<file path="config.mk">
export PLATFORM = sky130hd
export DESIGN_NAME = one_hot_to_bin_stream
export DESIGN_NICKNAME = d
export VERILOG_FILES = /design/src/rtl/one_hot_pkg.sv /design/src/rtl/one_hot_to_bin_enc.sv /design/src/rtl/one_hot_to_bin_stream.sv
export SDC_FILE = /design/constraint.sdc
export NUM_CORES = 1
export LEC_CHECK = 0
export BUFFER_PORTS_ARGS = -buffer_cell sky130_fd_sc_hd__clkbuf_2
export CAP_MARGIN = 20
export CORE_MARGIN = 5
export CORE_UTILIZATION = 37
export DETAILED_ROUTE_END_ITERATION = 10
export REMOVE_ABC_BUFFERS = 1
export SETUP_SLACK_MARGIN = 0.5
export SLEW_MARGIN = 20
export SYNTH_ARGS = -nofsm -noshare
export SYNTH_HDL_FRONTEND = slang
export SYNTH_SLANG_ARGS = --single-unit
</file>
<file path="constraint.sdc">
create_clock -name clk -period 1.7 [get_ports clk]
set_clock_uncertainty 0.1 [all_clocks]
set_input_delay 0.17 -clock clk [delete_from_list [all_inputs] [get_ports clk]]
set_output_delay 0.17 -clock clk [all_outputs]
set_load 0.03 [all_outputs]
</file>
<file path="src/rtl/one_hot_pkg.sv">
// Purpose : shared constants and helpers for one-hot encode/decode blocks.
// Latency : n/a (types, constants and combinational helper functions only).
// Backpressure : n/a.
package one_hot_pkg;

   localparam int BIN_W_DEF       = 4;
   localparam int ONE_HOT_W_DEF   = 16;
   // Widest one-hot vector the shared helper below can inspect.
   localparam int ONE_HOT_W_MAX   = 64;

   // Multi-hot detect: clearing the lowest set bit leaves something only when
   // two or more bits were set. Callers zero-extend narrower vectors.
   function automatic logic popcount_gt1(input logic [ONE_HOT_W_MAX-1:0] v);
      logic [ONE_HOT_W_MAX-1:0] one;
      one = {{(ONE_HOT_W_MAX-1){1'b0}}, 1'b1};
      return |(v & (v - one));
   endfunction

endpackage

</file>
<file path="src/rtl/one_hot_to_bin_enc.sv">
// Purpose : combinational one-hot to binary encoder with zero/multi-hot flag.
// Latency : 0 cycles (pure combinational).
// Backpressure : none; no state.
// Ports   : one_hot (ONE_HOT_W in) -> bin (lowest set index, 0 if none),
//           err (set when the word is not exactly one-hot).
module one_hot_to_bin_enc
   import one_hot_pkg::*;
#(
   parameter int BIN_W     = BIN_W_DEF,
   parameter int ONE_HOT_W = ONE_HOT_W_DEF
) (
   input  logic [ONE_HOT_W-1:0] one_hot,
   output logic [BIN_W-1:0]     bin,
   output logic                 err
);

   if (ONE_HOT_W > ONE_HOT_W_MAX) begin : g_too_wide
      $error("one_hot_to_bin_enc: ONE_HOT_W exceeds ONE_HOT_W_MAX");
   end

   logic [ONE_HOT_W_MAX-1:0] oh_ext;

   always_comb begin
      oh_ext = '0;
      oh_ext[ONE_HOT_W-1:0] = one_hot;
   end

   // Scan from the top down so the last hit written is the lowest set bit,
   // which is the index reported for multi-hot words.
   always_comb begin
      bin = '0;
      for (int k = ONE_HOT_W - 1; k >= 0; k--) begin
         if (one_hot[k]) begin
            bin = BIN_W'(k);
         end
      end
   end

   assign err = ~(|one_hot) | popcount_gt1(oh_ext);

endmodule

</file>
<file path="src/rtl/one_hot_to_bin_stream.sv">
// Purpose : two-stage valid/ready decoder from one-hot word to binary index,
//           flagging zero/multi-hot words and counting them (saturating).
// Latency : 2 cycles input handshake -> out_valid_o; 1 word/cycle throughput.
// Backpressure : out_ready_i low holds bin_o/err_o; both stages fill, then in_ready_o drops.
// Ports   : clk/reset (sync, active high); in_valid_i/in_ready_o/one_hot_i input side;
//           out_valid_o/out_ready_i/bin_o/err_o output side; err_cnt_o counter with
//           err_cnt_clr_i synchronous clear.
module one_hot_to_bin_stream
   import one_hot_pkg::*;
#(
   parameter int BIN_W     = BIN_W_DEF,
   parameter int ONE_HOT_W = ONE_HOT_W_DEF,
   parameter int ERR_CNT_W = 8
) (
   input  logic                 clk,
   input  logic                 reset,
   input  logic                 in_valid_i,
   output logic                 in_ready_o,
   input  logic [ONE_HOT_W-1:0] one_hot_i,
   output logic                 out_valid_o,
   input  logic                 out_ready_i,
   output logic [BIN_W-1:0]     bin_o,
   output logic                 err_o,
   output logic [ERR_CNT_W-1:0] err_cnt_o,
   input  logic                 err_cnt_clr_i
);

   if (ONE_HOT_W != (1 << BIN_W)) begin : g_bad_width
      $error("one_hot_to_bin_stream: ONE_HOT_W must equal 2**BIN_W");
   end

   logic                 s1_valid;
   logic [ONE_HOT_W-1:0] s1_data;
   logic                 s1_ready;
   logic                 s2_ready;
   logic [BIN_W-1:0]     enc_bin;
   logic                 enc_err;
   logic                 err_evt;

   assign s2_ready   = !out_valid_o || out_ready_i;
   assign s1_ready   = !s1_valid || s2_ready;
   assign in_ready_o = s1_ready;
   assign err_evt    = out_valid_o && out_ready_i && err_o;

   one_hot_to_bin_enc #(
      .BIN_W     (BIN_W),
      .ONE_HOT_W (ONE_HOT_W)
   ) u_enc (
      .one_hot (s1_data),
      .bin     (enc_bin),
      .err     (enc_err)
   );

   always_ff @(posedge clk) begin
      if (reset) begin
         s1_valid    <= 1'b0;
         s1_data     <= '0;
         out_valid_o <= 1'b0;
         bin_o       <= '0;
         err_o       <= 1'b0;
         err_cnt_o   <= '0;
      end else begin
         // Stage 1: capture raw word.
         if (s1_ready) begin
            s1_valid <= in_valid_i;
         end
         if (in_valid_i && s1_ready) begin
            s1_data <= one_hot_i;
         end

         // Stage 2: register encoded result; held while downstream stalls.
         if (s2_ready) begin
            out_valid_o <= s1_valid;
         end
         if (s1_valid && s2_ready) begin
            bin_o <= enc_bin;
            err_o <= enc_err;
         end

         // Clear wins over a coincident error handshake; counter never wraps.
         if (err_cnt_clr_i) begin
            err_cnt_o <= '0;
         end else if (err_evt && (err_cnt_o != {ERR_CNT_W{1'b1}})) begin
            err_cnt_o <= err_cnt_o + {{(ERR_CNT_W-1){1'b0}}, 1'b1};
         end
      end
   end

endmodule
</file>
# [After elaboration in Yosys (flattened, before gate mapping)]
# Index checks and enable logic that the tools add are counted.
[totals] wordCells=40 output_inout_bits=15 memories=0 ram_bits=0 input_bits=21 regBits=31 latch_bits=0 mem_bits_ro=0
[classes] reduce_logical=12 add_sub_neg=2 eq_ne=1 div=0 order_cmp=0 n_mux=16 bitwise_logic=3 multipliers=0 shift=0
[ops] operator="AND 16 x 64 -> 64 bit" count=1
[ops] operator="two-way mux 4 bit" count=16
[ops] operator="OR reduction 64 bit" count=1
[ops] operator="subtractor 16 x 1 -> 17 bit (second input constant)" count=1
[ops] operator="OR reduction 16 bit" count=1
[ops] operator="adder 8 x 1 -> 8 bit (second input constant)" count=1
[ops] operator="!= test 8 bit (second input constant)" count=1
[ops] operator="logical AND 1 bit" count=5
[ops] operator="zero test 1 bit" count=2
[ops] operator="logical OR 1 bit" count=2
[ops] operator="OR reduction 2 bit" count=1
[ops] operator="NOT 1 bit" count=1
[ops] operator="OR 1 bit" count=1

# [Longest topological paths before layout]
# Gate-level depths: netlist of the first run.
[logic_depth] depth_word=16 ltp_mapped=7

# [Cells and area by module]
# Synthesis of the first run repeated with hierarchy kept, for this count alone.
[unflattened] cells_unflattened=200 hier_area_um2=1542.7
[modules_own_cells] mod="one_hot_to_bin_stream" seq_area_each_um2=620.6 area_each_um2=1232.4 n_inst=1 cells_per_inst=147
[modules_own_cells] mod="one_hot_to_bin_enc" seq_area_each_um2=0.0 area_each_um2=310.3 n_inst=1 cells_per_inst=53

# [Worst setup path before layout of the first run]
# No wires, ideal clock.
[synth_timing] kind="flip-flop to flip-flop" from="reg out_valid_o" to="reg s1_data[6]" path_stages_with_launch=8 t_arrival_ps=1703 setup_slack_ps=-236 setup_time_ps=132 required_ps=1468 path_cell_list="dfxtp_1 nor2b_1 nand2_1 and2_1 clkbuf_1 clkbuf_1 nand2_1 a21oi_1"
[synth_between] elab_chain_len=4
[synth_rtl] element="from (decl)" line="one_hot_to_bin_stream.sv:20" text="output logic out_valid_o,"
[synth_rtl] element="from (signal assigned)" line="one_hot_to_bin_stream.sv:73" text="out_valid_o <= s1_valid;"
[synth_rtl] element="zero test 1 bit" line="one_hot_to_bin_stream.sv:40" text="assign s2_ready = !out_valid_o || out_ready_i;"
[synth_rtl] element="logical OR 1 bit" line="one_hot_to_bin_stream.sv:40"
[synth_rtl] element="logical OR 1 bit" line="one_hot_to_bin_stream.sv:41" text="assign s1_ready = !s1_valid || s2_ready;"
[synth_rtl] element="via in_ready_o" line="one_hot_to_bin_stream.sv:18" text="output logic in_ready_o,"
[synth_rtl] element="logical AND 1 bit" line="one_hot_to_bin_stream.sv:67" text="if (in_valid_i && s1_ready) begin"
[synth_rtl] element="to (signal assigned)" line="one_hot_to_bin_stream.sv:68" text="s1_data <= one_hot_i;"
[synth_rtl] element="to (decl)" line="one_hot_to_bin_stream.sv:33" text="logic [ONE_HOT_W-1:0] s1_data;"
# The timed path passes the listed nets, and every way through them passes these cells.
# A chain may end at the register's enable or synchronous reset.

# [Worst setup path after layout of the first run]
[layout_timing] from="reg err_cnt_o[0]" to="reg err_cnt_o[5]"
[layout_between] elab_chain_len=2
[layout_rtl] element="from (decl)" line="one_hot_to_bin_stream.sv:24" text="output logic [ERR_CNT_W-1:0] err_cnt_o,"
[layout_rtl] element="from (signal assigned)" line="one_hot_to_bin_stream.sv:84" text="err_cnt_o <= err_cnt_o + {{(ERR_CNT_W-1){1'b0}}, 1'b1};"
[layout_rtl] element="branches (longest 2 deep; another with adder 8 x 1 -> 8 bit)"
# Parallel ways; which one is timed is not known.

==> results of run 1 <==
## path summary, 6_finish.rpt
check                               to  cells past startpoint
max          err_cnt_o[5]$_SDFFE_PP0P_                      7
min            s1_data[9]$_SDFFE_PP0P_                      3
max reg2reg  err_cnt_o[5]$_SDFFE_PP0P_                      7
min reg2reg   s1_data[14]$_SDFFE_PP0P_                      2
## power groups by stage
stage / registers (mW) / clock network, mW / logic (mW)
after floorplan: 0.828 / 0 / 0.146
after global placement: 0.811 / 0 / 0.288
after detailed placement: 0.812 / 0 / 0.287
after CTS: 0.801 / 0.576 / 0.350
after global routing: 0.809 / 0.597 / 0.420
final: 0.804 / 0.552 / 0.388
## worst reg2reg max path, delay by kind of cell (launching register included)
kind,cells,cell delay [ns]
compound gates,1,0.18
xor+xnor,1,0.12
fa+ha+maj,1,0.16
flops,1,0.34
simple gates,4,0.61
## repair_timing
action                                  4_1_cts  5_1_grt
resized for setup                            75       38
gates cloned                                  2        0
setup buffers                                 1        0
endpoints found under the setup margin       36       36
pin swaps                                    31        5
endpoints found under the hold margin         0        0
## layer usage
metal  GRT usage [%]  vias to the layer above  part of all wire (%)
met5               0                        -                     0
met4            4.83                        0                   1.1
met3            3.38                        6                   4.8
met2            25.8                       38                    49
met1            21.0                      702                    45
li1                -                      779                     -
## synthesized netlist by cell type, drive strengths merged
library cell / number / area (µm²)
o22ai: 1 / 6.26
nor2: 21 / 78.8
nand2: 41 / 154
a21oi: 26 / 130
a222oi: 1 / 10.0
or2: 1 / 6.26
nand2b: 1 / 6.26
buf: 3 / 13.8
nand4b: 1 / 8.76
o41ai: 1 / 8.76
o21bai: 2 / 15.0
dfxtp: 31 / 621
mux2i: 2 / 20.0
o31ai: 1 / 7.51
nand3: 5 / 30.0
a211oi: 2 / 15.0
clkbuf: 9 / 33.8
a221oi: 1 / 15.0
nor4: 4 / 61.3
and3: 2 / 12.5
a311oi: 1 / 8.76
and2: 2 / 12.5
maj3: 1 / 10.0
a31oi: 2 / 27.5
or4: 1 / 7.51
inv: 5 / 18.8
and4: 2 / 17.5
nand3b: 2 / 15.0
o32a: 1 / 11.3
o21ai: 4 / 23.8
ha: 1 / 12.5
nor3: 5 / 25.0
xor2: 3 / 26.3
o221a: 1 / 11.3
or3: 1 / 6.26
xnor2: 3 / 26.3
nor2b: 1 / 6.26
## state kept, by name, indices dropped and copies added, names as in the netlist
register and flops:
err_o 1, s1_valid 1, bin_o 4, out_valid_o 1
err_cnt_o 8, s1_data 16
## stage by stage
step / setup TNS, ns / cells / hold slack (ns) / setup slack (ns)
final: 0 / 298 / 0.0125 / 0.0913
after global routing: 0 / 298 / 0.0195 / 0.0245
after CTS: 0 / 298 / 0.00284 / 0.115
after detailed placement: 0 / 287 / 0.299 / 0.00392
after global placement: 0 / 287 / 0.293 / 0.0399
after floorplan: -1.08 / 180 / 0.136 / -0.156
## cell type report
class                      count  share of cell area, %
multi-input combinational    144                   46.2
inverter                       5                  0.787
clock buffer                   5                   2.89
clock inverter                 3                  0.630
tap                           50                   2.62
sequential                    31                   27.0
timing repair buffer          60                   19.8
## cell families (layout without fill, tap and decap cells)
kind of cell    count (synthesis)  in the layout
compound gates                 44             44
fa+ha+maj                       2              2
buf+inv                        17             73
simple gates                   90             90
mux                             2              2
flops                          31             31
xor+xnor                        6              6
==> results.cfg, run 1 <==
[synthesis]
ys_seq_area_share_pct = 40.8
synth_top_family_by_area = simple AND/OR/NAND/NOR gates
ys_seq_elements = 31
synthCells = 192
yosys.area_share.simple_pct = 29.5
muxShareOfSynthArea_pct = 1.32
yosys_warnings = 0
synth_adder_area_share_pct = 1.48
avgSynthCellArea_um2 = 7.92
synth-xor-area-share_pct = 3.46
synth_area_um2 = 1520
synth_compound_area_share_pct = 19.1
synth_cell_types = 43

[worst_setup_path]
crit_fanout = 3
crit_arrival_ns = 1.68
startpoint = err_cnt_o[0]$_SDFFE_PP0P_
crit_buf_inv = 0
crit_chain = ha_4 > and2_4 > a31oi_4 > and3_4 > and4_1 > xnor2_1 > nor2_1
r2r_slack_ns = 0.09
required_ns = 1.77
cp_top_family = simple AND/OR/NAND/NOR gates
slowest_stage = dfxtp_2
endpoint_kind = flop
crit_type = flop to flop
slowest_delay_ns = 0.34
startpoint_type = flop
reg2reg_from = err_cnt_o[0]$_SDFFE_PP0P_

[sta]
rsz0062_at_grt = yes
fin_crit_sh_pct = 94.6
period_minus_slack_ns = 1.61
setup_viol = 0
hold_viol = 0
slew-limit-headroom_pct = 74.2
fmax_mhz = 622
worst_slew_pin_slew_ns = 0.387
slew_viol_final = 0

[place]
place_congestion = 0.852
dp_hpwl_mm = 2.69
placed_area_um2 = 1890
io_buffers = 35

[job]
maxCapViolCount = 0

[cts]
cts_buffers = 5
ctsLongestPathBuffers = 2
clk_pin_slew_worst_paths_ns = 0.07
cts_hold_buf = 0
cts_tree = yes
cts_root_buffer = clkbuf_8
cts_sinks = 31
h-tree-depth = 2
clock_latency_ns = 0.28

[global_routing]
grt_first_pass_wirelength_mm = 6.69
gr-total-overflow = 0
grt_pass1_vias = 1437
grt_max_degree = 18
grt.total_usage_pct = 15.8
grt_antenna_before_repair = 0

[detailed_routing]
finalWirelength_mm = 4.19
first_iter_violations = 41
viasPerCell = 5.12
vias = 1525
drcViolationCount = 0
wl_per_cell_um = 14.1
dr.pass1.iters = 7
ant_nets = 0

[power]
power.share.switching_pct = 29.7
clkPwrFrac_pct = 31.6
pwr-share-seq_pct = 46.1
p_leak_nw = 1.01
powerDensity_nw_per_um2 = 732
power_frac_comb_pct = 22.3
p_sw_mw = 0.518
p_total_mw = 1.74
intPower_mw = 1.23
vdd_drop_max_v = 0.000570

[floorplan]
fp.dieW_um = 74.1
core_area_um2 = 4000
io_pins = 36
fp-row-count = 23
die_h_um = 74.1
start_util_pct = 38.0
dieArea_um2 = 5490

[layout]
multi_input_area_um2 = 1100
drive_gt1_share_pct = 58.5
final_common_cell = clkbuf_2
fillers = 355
final_util_pct = 59.6
area_delta_synth_final_pct = 56.8
diodes = 0
layout_common_cells = 28 x clkbuf_2, 22 x nand2_1, 22 x buf_4, 18 x nor2_1, 17 x nand2_4
seq_area_um2 = 644
finalNetCount = 269
post-route-cell-area_um2 = 2380

[hold_path]
hp-start = one_hot_i[9]
min_path_type = primary input to flop

[outcome]
outcome = completed
(Power assumes the default switching activity.)
==> run 2, diff against run 1 <==
--- a/config.mk
+++ b/config.mk
@@ -6,10 +6,12 @@
 export NUM_CORES = 1
 export LEC_CHECK = 0
 export BUFFER_PORTS_ARGS = -buffer_cell sky130_fd_sc_hd__clkbuf_2
-export CAP_MARGIN = 20
+export CAP_MARGIN = 0
 export CORE_MARGIN = 5
-export CORE_UTILIZATION = 37
+export CORE_UTILIZATION = 47
 export DETAILED_ROUTE_END_ITERATION = 10
+export HOLD_SLACK_MARGIN = 0.02
+export PLACE_DENSITY = 0.74
 export REMOVE_ABC_BUFFERS = 1
 export SETUP_SLACK_MARGIN = 0.5
 export SLEW_MARGIN = 20
==> run 2 against run 1 <==
Effect of this change:
- the flow now finishes with violations (setup timing)
- critical path depth is 1 lower
- setup slack worse by 0.33 ns
- cell area is 20% higher
- sequential power is 0.6% higher
- fmax is 17% lower
- clock power is 7.6% lower
- non-clock buffer count is 39 higher
- sequential share of layout area is 3.7 points lower
- flip-flop and latch count stayed put
- critical path type unchanged
- highest routed layer unchanged
==> results.cfg, run 2 (synthesis gave the netlist of run 1 again) <==
[outcome]
outcome = finished with violations
violations = setup timing

[detailed_routing]
first_iter_violations = 419
ant_nets = 0
wl_per_cell_um = 22.9
finalWirelength_mm = 7.62
dr.pass1.iters = 7
vias = 2033
viasPerCell = 6.12
drcViolationCount = 0

[cts]
cts_tree = yes
cts_sinks = 31
clock_latency_ns = 0.34
h-tree-depth = 2
ctsLongestPathBuffers = 2
cts_root_buffer = clkbuf_4
cts_buffers = 5
clk_pin_slew_worst_paths_ns = 0.10

[layout]
fillers = 93
final_util_pct = 92.6
area_delta_synth_final_pct = 87.6
reg_top3 = s1_data x16, err_cnt_o x8, bin_o x4
layout_common_cells = 27 x buf_4, 24 x clkbuf_2, 18 x buf_6, 17 x nor2_1
drive_gt1_share_pct = 63.2
final_common_cell = buf_4
diodes = 0
regMostFlops = s1_data
finalNetCount = 309
largest_reg_flops = 16

[sta]
worst_slew_pin_slew_ns = 0.379
setup_ws_ns = -0.240
slew-limit-headroom_pct = 74.8
hold_viol = 0
period_minus_slack_ns = 1.94
slew_viol_final = 0
rsz0062_at_grt = yes
fmax_mhz = 515
setup_viol = 5
fin_crit_sh_pct = 114

[floorplan]
fp-row-count = 20
die_h_um = 66.9
dieArea_um2 = 4470
start_util_pct = 49.4
core_area_um2 = 3080
io_pins = 36
fp.dieW_um = 66.9

[worst_setup_path]
crit_buf_inv = 0
slowest_delay_ns = 0.41
startpoint_type = flop
cp_top_family = compound AO/OA/AOI/OAI gates
required_ns = 1.83
crit_type = flop to flop
crit_arrival_ns = 2.07
crit_fanout = 7
endpoint_kind = flop
crit_chain = o22ai_1 > nand3_1 > maj3_1 > nand3b_1 > a21oi_2 > a221oi_2
slowest_stage = maj3_1

[global_routing]
gr-total-overflow = 0
grt_max_degree = 14
grt_first_pass_wirelength_mm = 7.98
grt_pass1_vias = 1735
grt.total_usage_pct = 23.9
grt_antenna_before_repair = 0

[place]
place_congestion = 0.830
io_buffers = 35
dp_hpwl_mm = 2.72
dpl_worst_slack_ns = -0.00536

[hold_path]
min_path_type = primary input to flop

[power]
p_leak_nw = 1.24
vdd_drop_max_v = 0.000417
powerDensity_nw_per_um2 = 640

[job]
maxCapViolCount = 0
## run 2: cell count changes in the layout (fill, tap and decap cells not counted), sizes merged
cell	delta
clkinv	-3
dlygate4sd3	+16
buf	+24
and2	+1
clkbuf	+2
## run 2: worst register-to-register path, stage by stage, from the launching register on
cell and delay (ns):
dfxtp_2 0.40, o22ai_1 0.23, nand3_1 0.17, maj3_1 0.41
nand3b_1 0.24, a21oi_2 0.20, a221oi_2 0.08
## run 2: where the power goes
| part | internal (mW) | switching (mW) | total [mW] |
|---|---|---|---|
| logic | 0.235 | 0.272 | 0.507 |
| registers | 0.753 | 0.0563 | 0.809 |
| clock network | 0.243 | 0.267 | 0.510 |
## run 2: timing repair
action / 4_1_cts / 5_1_grt
pin swaps: 19 / 50
gates cloned: 2 / 0
endpoints found under the hold margin: 16 / 0
hold buffers: 16 / 0
resized for setup: 82 / 80
endpoints found under the setup margin: 39 / 39
setup buffers: 11 / 13
## run 2: stage by stage
stage	std cells	instance area, µm²	hold slack, ns	setup TNS, ns	power [mW]
after floorplan	180	1470	0.136	-1.08	0.974
after global placement	282	1880	0.293	0	1.09
after global routing	332	2850	0.0757	-0.754	1.90
after detailed placement	282	1880	0.302	-0.00536	1.09
final	332	2850	0.0845	-0.461	1.83
after CTS	319	2470	0.0233	0	1.64
## run 2: worst paths after layout
check,slack (ns),depth (start not counted),start,end
worst min-delay path,0.08,4,out_ready_i,out_valid_o$_SDFFE_PP0P_
worst max register to register,-0.24,6,s1_data[1]$_SDFFE_PP0P_,err_o$_SDFFE_PP0P_
worst max-delay path,-0.24,6,s1_data[1]$_SDFFE_PP0P_,err_o$_SDFFE_PP0P_
worst min register to register,0.42,2,s1_data[11]$_SDFFE_PP0P_,s1_data[11]$_SDFFE_PP0P_
## run 2: layout make-up
class	instances	area, µm²	area share (%)
flip-flops and latches	31	664	23.3
inverters	5	18.8	0.658
repair buffers	99	881	30.9
well taps	44	55.1	1.93
clock buffers	8	68.8	2.41
multi-input cells	145	1160	40.8
## run 2: layer usage
layer	vias to the layer above	GRT usage, %	wire, µm
met5	-	0	0
met1	943	26.4	2800
li1	855	-	-
met2	188	42.7	3590
met4	0	10.9	481
met3	47	5.56	755
==> run 3, diff against run 2 <==
--- a/config.mk
+++ b/config.mk
@@ -5,7 +5,7 @@
 export SDC_FILE = /design/constraint.sdc
 export NUM_CORES = 1
 export LEC_CHECK = 0
-export BUFFER_PORTS_ARGS = -buffer_cell sky130_fd_sc_hd__clkbuf_2
+export BUFFER_PORTS_ARGS = -buffer_cell sky130_fd_sc_hd__buf_4
 export CAP_MARGIN = 0
 export CORE_MARGIN = 5
 export CORE_UTILIZATION = 47
==> run 3 against run 2 <==
Effect of this change:
- the run now ends clean
- cell area down 9.5%
- final cell count down 4.5%
- power up 7.6%
- sequential power down 0.5%
- worst hold slack worse by 0.061 ns
- register-to-register slack better by 0.26 ns
- fmax up 16%
- highest routed layer unchanged
==> results.cfg, run 3 (synthesis gave the netlist of run 1 again) <==
[detailed_routing]
drcViolationCount = 0
first_iter_violations = 200
dr.pass1.iters = 8
vias = 1852
viasPerCell = 5.84
wl_per_cell_um = 18.5
ant_nets = 0
finalWirelength_mm = 5.86

[power]
pwr-share-seq_pct = 41.0
intPower_mw = 1.42
p_sw_mw = 0.540
vdd_drop_max_v = 0.000513
clkPwrFrac_pct = 37.2
power.share.switching_pct = 27.5
powerDensity_nw_per_um2 = 762
p_total_mw = 1.96
power_frac_comb_pct = 21.8
p_leak_nw = 1.08

[floorplan]
core_area_um2 = 3080
start_util_pct = 49.4
dieArea_um2 = 4470
die_h_um = 66.9
fp-row-count = 20
fp.dieW_um = 66.9
io_pins = 36

[global_routing]
grt_pass1_vias = 1757
grt_max_degree = 26
grt.total_usage_pct = 25.2
grt_first_pass_wirelength_mm = 8.31
gr-total-overflow = 0
grt_antenna_before_repair = 0

[worst_setup_path]
required_ns = 1.84
crit_type = flop to flop
slowest_stage = or4_4
slowest_delay_ns = 0.56
endpoint_kind = flop
crit_fanout = 5
startpoint_type = flop
crit_chain = or4_4 > nor2_1 > nand3b_1 > a21oi_2 > a221oi_2
crit_arrival_ns = 1.81

[layout]
fillers = 167
seq_area_um2 = 664
reg_top3 = s1_data x16, err_cnt_o x8, bin_o x4
fin_cells = 317
area_delta_synth_final_pct = 69.7
largest_reg_flops = 16
multi_input_area_um2 = 1000
final_common_cell = buf_4
drive_gt1_share_pct = 53.1
final_util_pct = 83.8
finalNetCount = 294
layout_common_cells = 51 x buf_4, 24 x nand2_1, 24 x a21oi_1, 19 x nor2_1, 17 x dlygate4sd3_1
regMostFlops = s1_data
diodes = 0

[sta]
whs_ns = 0.0240
rsz0062_at_grt = yes
period_minus_slack_ns = 1.68
fin_crit_sh_pct = 98.7
worst_slew_pin_slew_ns = 0.422
setup_viol = 0
slew-limit-headroom_pct = 71.9
setup_tns_ns = 0
fmax_mhz = 596
hold_viol = 0
slew_viol_final = 0

[hold_path]
min_path_type = primary input to flop

[cts]
cts_sinks = 31
h-tree-depth = 2
cts_buffers = 5
cts_root_buffer = clkbuf_4
ctsLongestPathBuffers = 2
clock_latency_ns = 0.35
clk_pin_slew_worst_paths_ns = 0.10
cts_tree = yes

[outcome]
outcome = completed

[place]
dp_hpwl_mm = 3.04
dp_cells = 278
place_congestion = 0.993
io_buffers = 35

[job]
maxCapViolCount = 0
run 3: changes by cell type in the layout (fill, tap and decap cells not counted), sizes merged:
cell and change:
buf +14, bufinv +2, clkbuf -32, dlygate4sd3 +1
run 3: final timing paths:
| check | startpoint | endpoint | slack (ns) | cells past startpoint |
|---|---|---|---|---|
| max reg2reg | s1_data[0]$_SDFFE_PP0P_ | err_o$_SDFFE_PP0P_ | 0.02 | 5 |
| max | s1_data[0]$_SDFFE_PP0P_ | err_o$_SDFFE_PP0P_ | 0.02 | 5 |
| min | out_ready_i | out_valid_o$_SDFFE_PP0P_ | 0.02 | 4 |
| min reg2reg | bin_o[2]$_SDFFE_PP0P_ | bin_o[2]$_SDFFE_PP0P_ | 0.40 | 2 |
run 3: critical path: cells and delay by family, from the launching register on:
family | cells | cell delay, ns
and+or+nand+nor | 3 | 0.84
DFF | 1 | 0.38
AOI/OAI and AO/OA | 2 | 0.24
run 3: final cells by class:
type / instances / area share, %
Timing Repair Buffer: 84 / 28.4
Clock buffer: 6 / 1.60
Multi-Input combinational cell: 145 / 38.9
Inverter: 5 / 0.824
Clock inverter: 2 / 2.33
Tap cell: 44 / 2.13
Sequential cell: 31 / 25.8
run 3: power groups by stage:
stage	clock network (mW)	registers [mW]	logic (mW)
after global placement	0	0.812	0.284
after CTS	0.723	0.799	0.368
after floorplan	0	0.828	0.146
after global routing	0.774	0.808	0.454
final	0.730	0.805	0.429
after detailed placement	0	0.814	0.293
run 3: routing by layer:
layer,wire length (µm),track usage [%],up-vias
met5,0,0,-
met1,2190,26.9,870
met3,398,7.08,47
met2,2840,46.0,112
li1,-,-,823
met4,428,9.87,0
run 3: repair_timing:
item,CTS,global route
gates resized for setup,54,42
gates cloned,2,0
hold buffers,17,0
setup buffers,5,7
pin swaps,13,38
endpoints found under the hold margin,17,0
endpoints found under the setup margin,35,39
run 3: metrics by stage:
step           area, µm²  setup WS, ns
4_1_cts             2410        0.0783
2_1_floorplan       1470        -0.156
3_5_place_dp        1930       -0.0380
3_3_place_gp        1930        0.0501
6_report            2580        0.0215
5_1_grt             2580        -0.105
